File: src/rtl/image_gauss3x3_filter.sv
// Streaming 3x3 Gaussian smoother that emits interior pixels only, with a valid strobe and an end-of-frame pulse.
// Optional macro GAUSS_BYPASS_EN adds a per-pixel 'bypass' input that passes the window centre through unfiltered.
module image_gauss3x3_filter #(
  parameter int IMG_W = 128,
  parameter int IMG_H = 128,
  parameter int PIX_W = 8
) (
  input  logic             clk,
  input  logic             rst,
`ifdef GAUSS_BYPASS_EN
  input  logic             bypass,
`endif
  input  logic [PIX_W-1:0] in_pix,
  input  logic             in_en,
  output logic [PIX_W-1:0] out_pix,
  output logic             out_en,
  output logic             frame_done
);

  localparam int CW = (IMG_W > 1) ? $clog2(IMG_W) : 1;
  localparam int RW = (IMG_H > 1) ? $clog2(IMG_H) : 1;
  localparam int SW = PIX_W + 4;
  localparam logic [CW-1:0] LAST_COL = CW'(IMG_W - 1);
  localparam logic [RW-1:0] LAST_ROW = RW'(IMG_H - 1);
  localparam logic [SW-1:0] HALF     = SW'(8);

  logic [CW-1:0]    r_col;
  logic [RW-1:0]    r_row;
  logic [PIX_W-1:0] r_lb1 [IMG_W];
  logic [PIX_W-1:0] r_lb2 [IMG_W];
  logic [PIX_W-1:0] r_win [3][3];
  logic [SW-1:0]    r_sum;
  logic             r_v1, r_v2, r_f1, r_f2;

  logic [PIX_W-1:0] w_top, w_mid;
  logic             w_lastCol, w_lastRow, w_qual;
  logic [SW-1:0]    w_sum;

  assign w_top     = r_lb2[r_col];
  assign w_mid     = r_lb1[r_col];
  assign w_lastCol = (r_col == LAST_COL);
  assign w_lastRow = (r_row == LAST_ROW);
  assign w_qual    = (r_row >= RW'(2)) && (r_col >= CW'(2));

  always_ff @(posedge clk) begin
    if (rst) begin
      r_col <= '0;
      r_row <= '0;
    end else if (in_en) begin
      if (w_lastCol) begin
        r_col <= '0;
        r_row <= w_lastRow ? '0 : r_row + RW'(1);
      end else begin
        r_col <= r_col + CW'(1);
      end
    end
  end

  // Line buffers and window are pure datapath; stale contents are never emitted, so no reset.
  always_ff @(posedge clk) begin
    if (in_en) begin
      r_lb1[r_col] <= in_pix;
      r_lb2[r_col] <= w_mid;
      for (int i = 0; i < 3; i++) begin
        r_win[i][0] <= r_win[i][1];
        r_win[i][1] <= r_win[i][2];
      end
      r_win[0][2] <= w_top;
      r_win[1][2] <= w_mid;
      r_win[2][2] <= in_pix;
    end
  end

  always_comb begin
    w_sum = SW'(r_win[0][0])        + (SW'(r_win[0][1]) << 1) + SW'(r_win[0][2])
          + (SW'(r_win[1][0]) << 1) + (SW'(r_win[1][1]) << 2) + (SW'(r_win[1][2]) << 1)
          + SW'(r_win[2][0])        + (SW'(r_win[2][1]) << 1) + SW'(r_win[2][2]);
  end

`ifdef GAUSS_BYPASS_EN
  logic r_b1;

  always_ff @(posedge clk) begin
    if (in_en) r_b1 <= bypass;
  end

  // Bypass scales the centre by 16 so the shared rounding stage returns it unchanged.
  always_ff @(posedge clk) begin
    r_sum <= r_b1 ? {r_win[1][1], 4'b0000} : w_sum;
  end
`else
  always_ff @(posedge clk) begin
    r_sum <= w_sum;
  end
`endif

  always_ff @(posedge clk) begin
    if (rst) begin
      r_v1       <= 1'b0;
      r_v2       <= 1'b0;
      r_f1       <= 1'b0;
      r_f2       <= 1'b0;
      out_en     <= 1'b0;
      frame_done <= 1'b0;
      out_pix    <= '0;
    end else begin
      r_v1       <= in_en && w_qual;
      r_f1       <= in_en && w_lastRow && w_lastCol;
      r_v2       <= r_v1;
      r_f2       <= r_f1;
      out_en     <= r_v2;
      frame_done <= r_f2;
      if (r_v2) out_pix <= PIX_W'((r_sum + HALF) >> 4);
    end
  end

endmodule

File: config.mk
export PLATFORM = sky130hd
export DESIGN_NAME = image_gauss3x3_filter
export DESIGN_NICKNAME = d
export VERILOG_FILES = /design/src/rtl/image_gauss3x3_filter.sv
export SDC_FILE = /design/constraint.sdc
export NUM_CORES = 2
export LEC_CHECK = 0
export CELL_PAD_IN_SITES_DETAIL_PLACEMENT = 0
export CELL_PAD_IN_SITES_GLOBAL_PLACEMENT = 1
export CORE_MARGIN = 8
export CORE_UTILIZATION = 51
export CTS_CLUSTER_DIAMETER = 80
export CTS_CLUSTER_SIZE = 40
export DETAILED_ROUTE_END_ITERATION = 8
export DONT_BUFFER_PORTS = 1
export PLACE_DENSITY_LB_ADDON = 0.08
export SKIP_LAST_GASP = 1
export SLEW_MARGIN = 20
export SYNTH_ARGS = -nofsm -noshare
export SYNTH_HDL_FRONTEND = slang
export SYNTH_SLANG_ARGS = --single-unit
export TNS_END_PERCENT = 20
File: constraint.sdc
create_clock -name clk -period 5.8 [get_ports clk]
set_clock_uncertainty 0.15 [all_clocks]
set_input_delay 0.29 -clock clk [delete_from_list [all_inputs] [get_ports clk]]
set_output_delay 0.29 -clock clk [all_outputs]
set_load 0.02 [all_outputs]
==> results.toml <==
[yosys]
cell_accounting_for_the_most_synthesized_area = "edfxtp_1"
synth_enable_flop_cells = 2120
postSynthRegisterBits = 2164
synth_nets = 4108
synth.top_cell.area_share_pct = 76.21
synth_cells = 4026
post_synth_instance_area_sq_um = 83530
yosys_warnings = 0
yosysMostFrequentCell = "edfxtp_1"
post_synth_main_area_contributors = "edfxtp_1, mux4_2, mux2i_1"
synthesis.area_per_instance_sq_um = 20.75
ys.flop_type = "edfxtp_1"
ys_types = 41
synth.cells.most_frequent = "edfxtp_1, mux4_2, mux2i_1"
synth.yosys.seq_area_share_pct = 77.27
synth_async_sr_flop_share_pct = 0

[hold_path]
holdPathStages = 3
hold_path_class = "in -> reg"
min_delay_worst_endpoint = "r_lb2[69][1]$_DFFE_PP_"
timing.hold.worst.start = "in_en"

[sta]
slew_violations = 0
finalCriticalPeriod_ps = 4454
total_negative_setup_slack_ps = 0
timing.final.crit_share_pct = 76.80
final-hold-violation-count = 0
layout_setup_ws_ps = 1346
tightest_slew_ps = 1112
setup_violations = 0
timing.max_slew.rel_slack_pct = 25.86
fin_worst_hold_slack_ps = 83.90
fmax_mhz = 224.5
rsz0062_at_grt = "false"

[critical_path]
crit_arrival_ps = 4790
cp_data_required_time_ps = 6140
reg2reg_setup_slack_ps = 1350
critical_path_peak_fanout = 97
end_kind = "register"
start_kind = "register"
timing.rr.end = "r_lb2[94][3]$_DFFE_PP_"
reg2regPathDepth = 7
setup.worst_path.class = "reg -> reg"

[global_route]
gr-usage-all-layers_pct = 22.54
grt_pass1_wl_mm = 288.3
grt_antenna_before_repair = 5
first_global_vias = 39460
grt_overflow_total = 0
maximum_number_of_pins_on_one_net_before_global_route_repair = 130

[final_layout]
layout.nets = 4248
final_instance_area_sq_um = 92040
area.growth.synth_to_final_pct = 10.18
number_of_fillers_in_the_final_layout = 12130
drive_gt1_share_pct = 20.06

[route]
routed_wl_mm = 200.5
wire_per_inst_microns = 31.15
vias = 39260
drt_first_pass_iters = 5
drt_first_iter_violations = 4303
drt-vias-per-instance = 6.097
detail_route.drc_violations = 0
antenna_left = 0

[clocking]
cts_root_buffer = "clkbuf_16"
clkSinkCount = 2164
clk-insertion-delay-late_ps = 790
clock_tree.buffer_depth = 3
cts.repair_timing.setup_buffer_count = 0
cts_htree_levels = 3
cts_made_buffers = 108
cts_tree = "yes"
clock_input_transition_at_the_sequential_cells_of_the_worst_setup_and_hold_paths_ps = 120

[placed_design]
place_area_sq_um = 87250
place_hpwl_mm = 114.8
placement.io_buffers = 0
routability_congestion = 0.7985
detailedPlace.worstSlack_ps = 1043

[power_and_ir_drop]
pwr_density_cell_nw_per_um2 = 329.1
vdd_drop_max_uv = 308.7
static-leakage-power_nw = 28.16

[die]
die_w_microns = 420.7
fp.dieH_microns = 420.7
num_rows = 148
ioPinCount = 21
initial_core_util_pct = 51.32
design.core.area_sq_um = 162800
design.die.area_sq_um = 177000

[outcome]
result_of_the_run = "finished clean"

[run]
max-cap-violations = 0
## through the flow
step           power (mW)  instances  utilization, %
3_3_place_gp        20.41       6209           53.60
5_1_grt             31.35       6437           56.54
2_1_floorplan       19.74       4026               -
4_1_cts             30.59       6436           56.53
3_5_place_dp        20.43       6209           53.60
6_report            30.29       6438           56.54
## critical path: stages, from the launching register on
cell and delay [ps]:
dfxtp_4 490, buf_12 540, mux4_2 410, a211oi_1 120, a22oi_1 650, nand4_1 260, nor2_4 740, buf_12 390
## metal layers
metal / global-route usage [%] / up-vias / wire, microns / part of all wire, %
li1: - / 16760 / - / -
met1: 33.98 / 21250 / 89900 / 45
met2: 36.09 / 1073 / 95950 / 48
met3: 2.569 / 179 / 10810 / 5.4
met4: 4.803 / 0 / 3852 / 1.9
met5: 0 / - / 0 / 0
## cells in the final DEF (no fill, tap or decap), types with 3 or more instances in the layout
master         count
edfxtp_1        2120
mux4_2           384
mux2i_1          257
buf_4            192
nor2_1           164
a22oi_1          145
a211oi_1         135
nand2_1          127
o22ai_1          114
clkbuf_16        109
inv_1             97
fa_1              52
dfxtp_1           42
buf_12            33
nand3_1           30
inv_16            27
nand4_1           21
ha_1              19
inv_12            18
clkinv_8          18
xor2_1            14
o22ai_2           14
nor2b_1           11
clkinv_16         11
dlygate4sd3_1     11
xnor2_1           10
nor2_4             9
inv_6              9
buf_16             9
a21oi_1            5
nor3_1             4
nand3b_1           4
nor2_2             4
inv_8              4
o21ai_0            3
and3_1             3
## cell families after synthesis
logic type / Yosys count / share of synthesized area, %
flip-flops: 2164 / 77.27
multiplexers: 641 / 13.43
AO/OA/AOI/OAI: 423 / 3.695
AND/OR/NAND/NOR: 391 / 1.988
buffers and inverters: 312 / 1.833
adder cells (fa/ha/maj): 71 / 1.531
XOR/XNOR: 24 / 0.2516
## registers in the layout, indices dropped and copies added (netlist names), named ones only
register    flops
out_pix         8
frame_done      1
r_sum           9
r_lb2        1024
r_col           7
r_row           7
r_f1            1
r_lb1        1024
r_v2            1
r_v1            1
r_f2            1
out_en          1
r_win          72
## worst max path at each step
stage                                         end  depth (start not counted)  slack, ps      from
final                      r_lb2[94][3]$_DFFE_PP_                          7       1350  register
after global routing       r_lb2[71][1]$_DFFE_PP_                          7        980  register
after detailed placement  r_lb2[111][7]$_DFFE_PP_                          7       1040  register
after floorplan             r_lb2[0][6]$_DFFE_PP_                          9        320  register
after global placement    r_lb2[110][7]$_DFFE_PP_                          7       1090  register
after CTS                  r_lb2[46][7]$_DFFE_PP_                          7        920  register
## layout make-up
cell class | instances | area [sq um] | area share (%)
inverter | 97 | 364.1 | 0.3956
antenna | 1 | 2.502 | 0.002719
clock inverter | 95 | 1655 | 1.799
multi-input combinational | 1550 | 17550 | 19.07
tap | 2175 | 2721 | 2.957
timing repair buffer | 245 | 2460 | 2.673
clock buffer | 111 | 2735 | 2.972
sequential | 2164 | 64550 | 70.13
## power by group
part           leakage (nW)  switching (mW)  internal [mW]
registers              19.5          0.0587           17.5
clock network          2.09            5.98           4.11
logic                  6.57            1.61           1.02
total                  28.2            7.65           22.6
## what timing repair did
action                                 in CTS  in global routing
gates resized for setup                     0                  0
endpoints found under the hold margin    1145                  0
hold buffers                               21                  0
Power figures use the tool's default switching activity.
